--- config.mk ---
export PLATFORM = sky130hd
export DESIGN_NAME = ram_access_ctrl
export DESIGN_NICKNAME = d
export VERILOG_FILES = /design/src/rtl/ram_access_ctrl.sv
export SDC_FILE = /design/constraint.sdc
export NUM_CORES = 1
export LEC_CHECK = 0
export BUFFER_PORTS_ARGS = -buffer_cell sky130_fd_sc_hd__buf_2
export CAP_MARGIN = 20
export CORE_ASPECT_RATIO = 0.6
export CORE_MARGIN = 2
export CORE_UTILIZATION = 42
export CTS_CLUSTER_DIAMETER = 60
export DETAILED_ROUTE_END_ITERATION = 10
export PLACE_DENSITY = 0.83
export SYNTH_ARGS = -nofsm -noshare
export SYNTH_HDL_FRONTEND = slang
export SYNTH_SLANG_ARGS = --single-unit
--- constraint.sdc ---
create_clock -name clk -period 1.3 [get_ports clk]
set_input_delay 0.065 -clock clk [delete_from_list [all_inputs] [get_ports clk]]
set_output_delay 0.065 -clock clk [all_outputs]
set_load 0.01 [all_outputs]
--- src/rtl/ram_access_ctrl.sv ---
// Host-to-RAM access controller: valid/ready requests in, sequenced RAM strobes out,
// registered read responses back. Optional macro RAM_INIT_EN zero-fills the RAM after reset.
module ram_access_ctrl #(
  parameter int unsigned DATA_WIDTH     = 8,
  parameter int unsigned ADDR_BUS_WIDTH = 8,
  parameter int unsigned MAX_MEM_LOC    = 255
) (
  input  logic                      clk,
  input  logic                      rst_n,
  input  logic                      req_valid,
  output logic                      req_ready,
  input  logic                      req_write,
  input  logic [ADDR_BUS_WIDTH-1:0] req_addr,
  input  logic [DATA_WIDTH-1:0]     req_wdata,
  output logic                      rsp_valid,
  input  logic                      rsp_ready,
  output logic [DATA_WIDTH-1:0]     rsp_rdata,
  output logic [ADDR_BUS_WIDTH-1:0] rsp_addr,
  output logic                      busy,
  output logic                      read_en,
  output logic                      write_en,
  output logic [ADDR_BUS_WIDTH-1:0] address_loc,
  output logic [DATA_WIDTH-1:0]     data_in,
  input  logic [DATA_WIDTH-1:0]     ram_rdata
);

`ifdef RAM_INIT_EN
  typedef enum logic [2:0] {
    S_RESET, S_IDLE, S_WR, S_RD_ISSUE, S_RD_CAPT, S_RSP, S_INIT
  } state_t;
`else
  typedef enum logic [2:0] {
    S_RESET, S_IDLE, S_WR, S_RD_ISSUE, S_RD_CAPT, S_RSP
  } state_t;
`endif

  localparam logic [ADDR_BUS_WIDTH-1:0] LAST_ADDR = ADDR_BUS_WIDTH'(MAX_MEM_LOC);

  state_t                    state, state_d;
  logic                      req_ready_d, busy_d, read_en_d, write_en_d, rsp_valid_d;
  logic [ADDR_BUS_WIDTH-1:0] address_loc_d, rsp_addr_d;
  logic [DATA_WIDTH-1:0]     data_in_d, rsp_rdata_d;

  // State and all outputs registered; outputs are computed from the next state.
  always_ff @(posedge clk or negedge rst_n) begin
    if (!rst_n) begin
      state       <= S_RESET;
      req_ready   <= 1'b0;
      busy        <= 1'b1;
      read_en     <= 1'b0;
      write_en    <= 1'b0;
      address_loc <= '0;
      data_in     <= '0;
      rsp_valid   <= 1'b0;
      rsp_rdata   <= '0;
      rsp_addr    <= '0;
    end else begin
      state       <= state_d;
      req_ready   <= req_ready_d;
      busy        <= busy_d;
      read_en     <= read_en_d;
      write_en    <= write_en_d;
      address_loc <= address_loc_d;
      data_in     <= data_in_d;
      rsp_valid   <= rsp_valid_d;
      rsp_rdata   <= rsp_rdata_d;
      rsp_addr    <= rsp_addr_d;
    end
  end

  // Next-state and next-output logic; strobes default low so each lasts one cycle.
  always_comb begin
    state_d       = state;
    read_en_d     = 1'b0;
    write_en_d    = 1'b0;
    address_loc_d = address_loc;
    data_in_d     = data_in;
    rsp_valid_d   = rsp_valid;
    rsp_rdata_d   = rsp_rdata;
    rsp_addr_d    = rsp_addr;

    case (state)
      S_RESET: begin
`ifdef RAM_INIT_EN
        state_d       = S_INIT;
        write_en_d    = 1'b1;
        address_loc_d = '0;
        data_in_d     = '0;
`else
        state_d       = S_IDLE;
`endif
      end
`ifdef RAM_INIT_EN
      // Zero-fill sweep reuses address_loc as the counter.
      S_INIT: begin
        if (address_loc == LAST_ADDR) begin
          state_d = S_IDLE;
        end else begin
          write_en_d    = 1'b1;
          address_loc_d = address_loc + ADDR_BUS_WIDTH'(1);
          data_in_d     = '0;
        end
      end
`endif
      S_IDLE: begin
        if (req_valid && req_ready) begin
          address_loc_d = req_addr;
          if (req_write) begin
            state_d    = S_WR;
            write_en_d = 1'b1;
            data_in_d  = req_wdata;
          end else begin
            state_d   = S_RD_ISSUE;
            read_en_d = 1'b1;
          end
        end
      end
      S_WR:       state_d = S_IDLE;
      S_RD_ISSUE: state_d = S_RD_CAPT;
      // RAM output is registered one edge after read_en; capture it here.
      S_RD_CAPT: begin
        state_d     = S_RSP;
        rsp_valid_d = 1'b1;
        rsp_rdata_d = ram_rdata;
        rsp_addr_d  = address_loc;
      end
      S_RSP: begin
        if (rsp_valid && rsp_ready) begin
          state_d     = S_IDLE;
          rsp_valid_d = 1'b0;
        end
      end
      default: state_d = S_IDLE;
    endcase

    req_ready_d = (state_d == S_IDLE);
    busy_d      = (state_d != S_IDLE);
  end

endmodule

==> flow_metrics.tcl <==
set metrics [dict create \
    outcome "complete, but fails checks" \
    failed_checks "negative setup slack" \
    dp_hpwl_um 2320 \
    clock.fmax_mhz 679 \
    antenna_cells 0 \
    fp-row-count 17 \
    routed_wl_um 3250 \
    power_density_nw_per_um2 2440 \
    dieArea_um2 4220 \
    clockBufferDepth 2 \
    worstHoldStart "req_addr[7]" \
    yosysUniqueCellTypes 21 \
    clock_latency_ns 0.28 \
    synthCells 91 \
    first_pass_iters 3 \
    io_pins 66 \
    grt_setup_unrepaired "yes" \
    numCtsBuffers 5 \
    min_period_ns 1.47 \
    slew_headroom_pct 82.1 \
    grt_first_pass_wirelength_um 5140 \
    max_stage_delay_ns 0.39 \
    drc 0 \
    start_kind "register" \
    fin_ws_ns -0.173 \
    yosysSeqAreaShare_pct 64.5 \
    die_x_um 82.5 \
    worst_pin_slew_ns 0.268 \
    dp_slack_ns -0.183 \
    combPwrFrac_pct 45.0 \
    vias_per_cell 4.68 \
    die-height_um 51.1 \
    htree_levels 2 \
    worstPathArrival_ns 1.64 \
    start_util_pct 43.2 \
    fin_nets 207 \
    setup_viol 33 \
    final_layout_size_suffix_gt1_share_pct 68.2 \
    grtUsageMet1_pct 17.8 \
    rr_startpoint "state[2]" \
    leakagePower_nw 1.16 \
    final_cells 226 \
    use_met3_pct 7.24 \
    core_region_area_um2 3590 \
    grtUsageMet2_pct 29.8 \
    areaGrowthSynthToFinish_pct 45.4 \
    grt_max_degree 19 \
    pwr-share-seq_pct 40.1 \
    cp_slowest_cell "dfrtp_1" \
    wl_per_cell_um 14.4 \
    clock_power_share_pct 14.8 \
    grt_busiest_layer "met2" \
    syn_avg_cell_area_um2 17.1 \
    syn_nets 120 \
    ys_ff_latch 40 \
    path_cells "nand4b_1 > nor3b_2 > buf_6 > mux2_4" \
    clockRootBuffer "clkbuf_8" \
    clk_pin_slew_worst_paths_ns 0.07 \
    cts_tree "done" \
    io_buffer_count 65 \
    crit_required_ns 1.47 \
    grt_pass1_vias 1145 \
    peakVddDrop_v 0.00133 \
    place.gp.congestion 0.674 \
    gr-total-overflow 0 \
    syn-cell-area_um2 1550 \
    worstSetupPathType "reg2reg" \
    synth_warnings 0 \
    hold_viol_final 0 \
    ant_nets 0 \
    finalCritPeriodShare_pct 113 \
    grt_usage_pct 16.8 \
    antenna_found_initial 0 \
    cts.sinks 40 \
    setup.worst_path.start "state[2]" \
    clock_skew_ns 0.00466 \
    crit_fanout 9 \
    placed_cells_incl_taps 211 \
    end_kind "register" \
    drv_cap 0 \
    p_int_w 0.00380 \
    hp-class "in2reg" \
    sw_frac_of_total_pct 30.9 \
    vias 1057 \
    p_switching_w 0.00170 \
    finalSetupTns_ns -4.34 \
    drv_slew 0 \
    initialDrtViolationCount 15 \
]
==> worst max-delay path: cells and delay by family (launching register included) <==
family                 cells  cell delay, ns
muxes                      1            0.31
DFF                        1            0.39
and+or+nand+nor            2            0.47
buffers and inverters      1            0.18
==> what timing repair did <==
action,in CTS,in global routing
resized for setup,16,0
setup endpoints to repair,33,33
setup buffers,1,0
hold buffers,4,2
hold endpoints to repair,43,2
==> kinds of logic after synthesis <==
| family | count (synthesis) | synth area share, % |
|---|---|---|
| compound gates | 3 | 1.45 |
| buf+inv | 4 | 3.22 |
| flops | 40 | 64.5 |
| mux | 32 | 25.4 |
| simple gates | 12 | 5.40 |
==> area by class of cell <==
type	count	area (µm²)
timing repair buffer	84	519
fill	277	1340
sequential	40	1000
clock buffer	8	90.1
multi-input combinational	47	588
tap	47	58.8
==> cells in the mapped netlist <==
cell       n  area share, %
a21o_1     1           0.48
a22o_2     1           0.64
and3_1     1           0.40
buf_12     1            1.3
buf_4      1           0.48
buf_6      2            1.5
dfrtp_1   39             63
dfstp_2    1            1.7
mux2_2    23             17
mux2_4     9            8.7
nand2_1    1           0.24
nand3_1    1           0.32
nand4b_1   1           0.56
nor2_1     2           0.48
nor2b_1    1           0.40
nor2b_2    1           0.56
nor2b_4    1           0.89
nor3_1     1           0.32
nor3b_2    1           0.81
o21ai_0    1           0.32
or2_2      1           0.40
==> cells in the final DEF (no fill, tap or decap), types with 3 or more instances in the layout <==
master / n
dlygate4sd3_1: 6
mux2_2: 3
mux2_4: 29
buf_6: 3
buf_4: 8
clkbuf_8: 6
dfrtp_1: 39
buf_2: 65
==> routing by layer <==
metal | vias up | wire length (µm)
li1 | 489 | -
met3 | 5 | 250
met1 | 522 | 1280
met2 | 41 | 1680
met4 | 0 | 33
met5 | - | 0
==> metrics by stage <==
stage	hold slack, ns	utilization, %	total power, W	area [µm²]
final	0.0115	62.8	0.00551	2260
after CTS	0.000195	62.3	0.00557	2240
after detailed placement	-0.0444	56.6	0.00448	2040
after floorplan	-0.231	-	0.00354	1590
after global routing	0.000400	62.8	0.00587	2260
after global placement	-0.0476	56.6	0.00437	2040
==> final timing paths <==
kind                                  endpoint  slack (ns)  cells past startpoint
worst max-delay path                data_in[5]       -0.17                      4
worst min-delay path            address_loc[7]        0.01                      2
worst max register to register      data_in[5]       -0.17                      4
worst min register to register     rsp_addr[0]        0.50                      1
max in group asynchronous         rsp_rdata[5]        0.60                      3
min in group asynchronous       address_loc[7]        0.18                      2
==> state kept, by name, summed over array words and instances, names as in the netlist <==
register and flops:
rsp_rdata 8, data_in 8, rsp_addr 8, address_loc 8, write_en 1, state 3
req_ready 1, busy 1, read_en 1, rsp_valid 1
==> power by group through the flow <==
stage / Clock, W / Sequential, W / Combinational (W)
after floorplan: 0 / 0.00247 / 0.00107
final: 0.000816 / 0.00221 / 0.00248
after global placement: 0 / 0.00217 / 0.00220
after global routing: 0.000907 / 0.00229 / 0.00267
after detailed placement: 0 / 0.00221 / 0.00227
after CTS: 0.000853 / 0.00221 / 0.00251
Note: power is estimated with default switching activity, not from simulation.
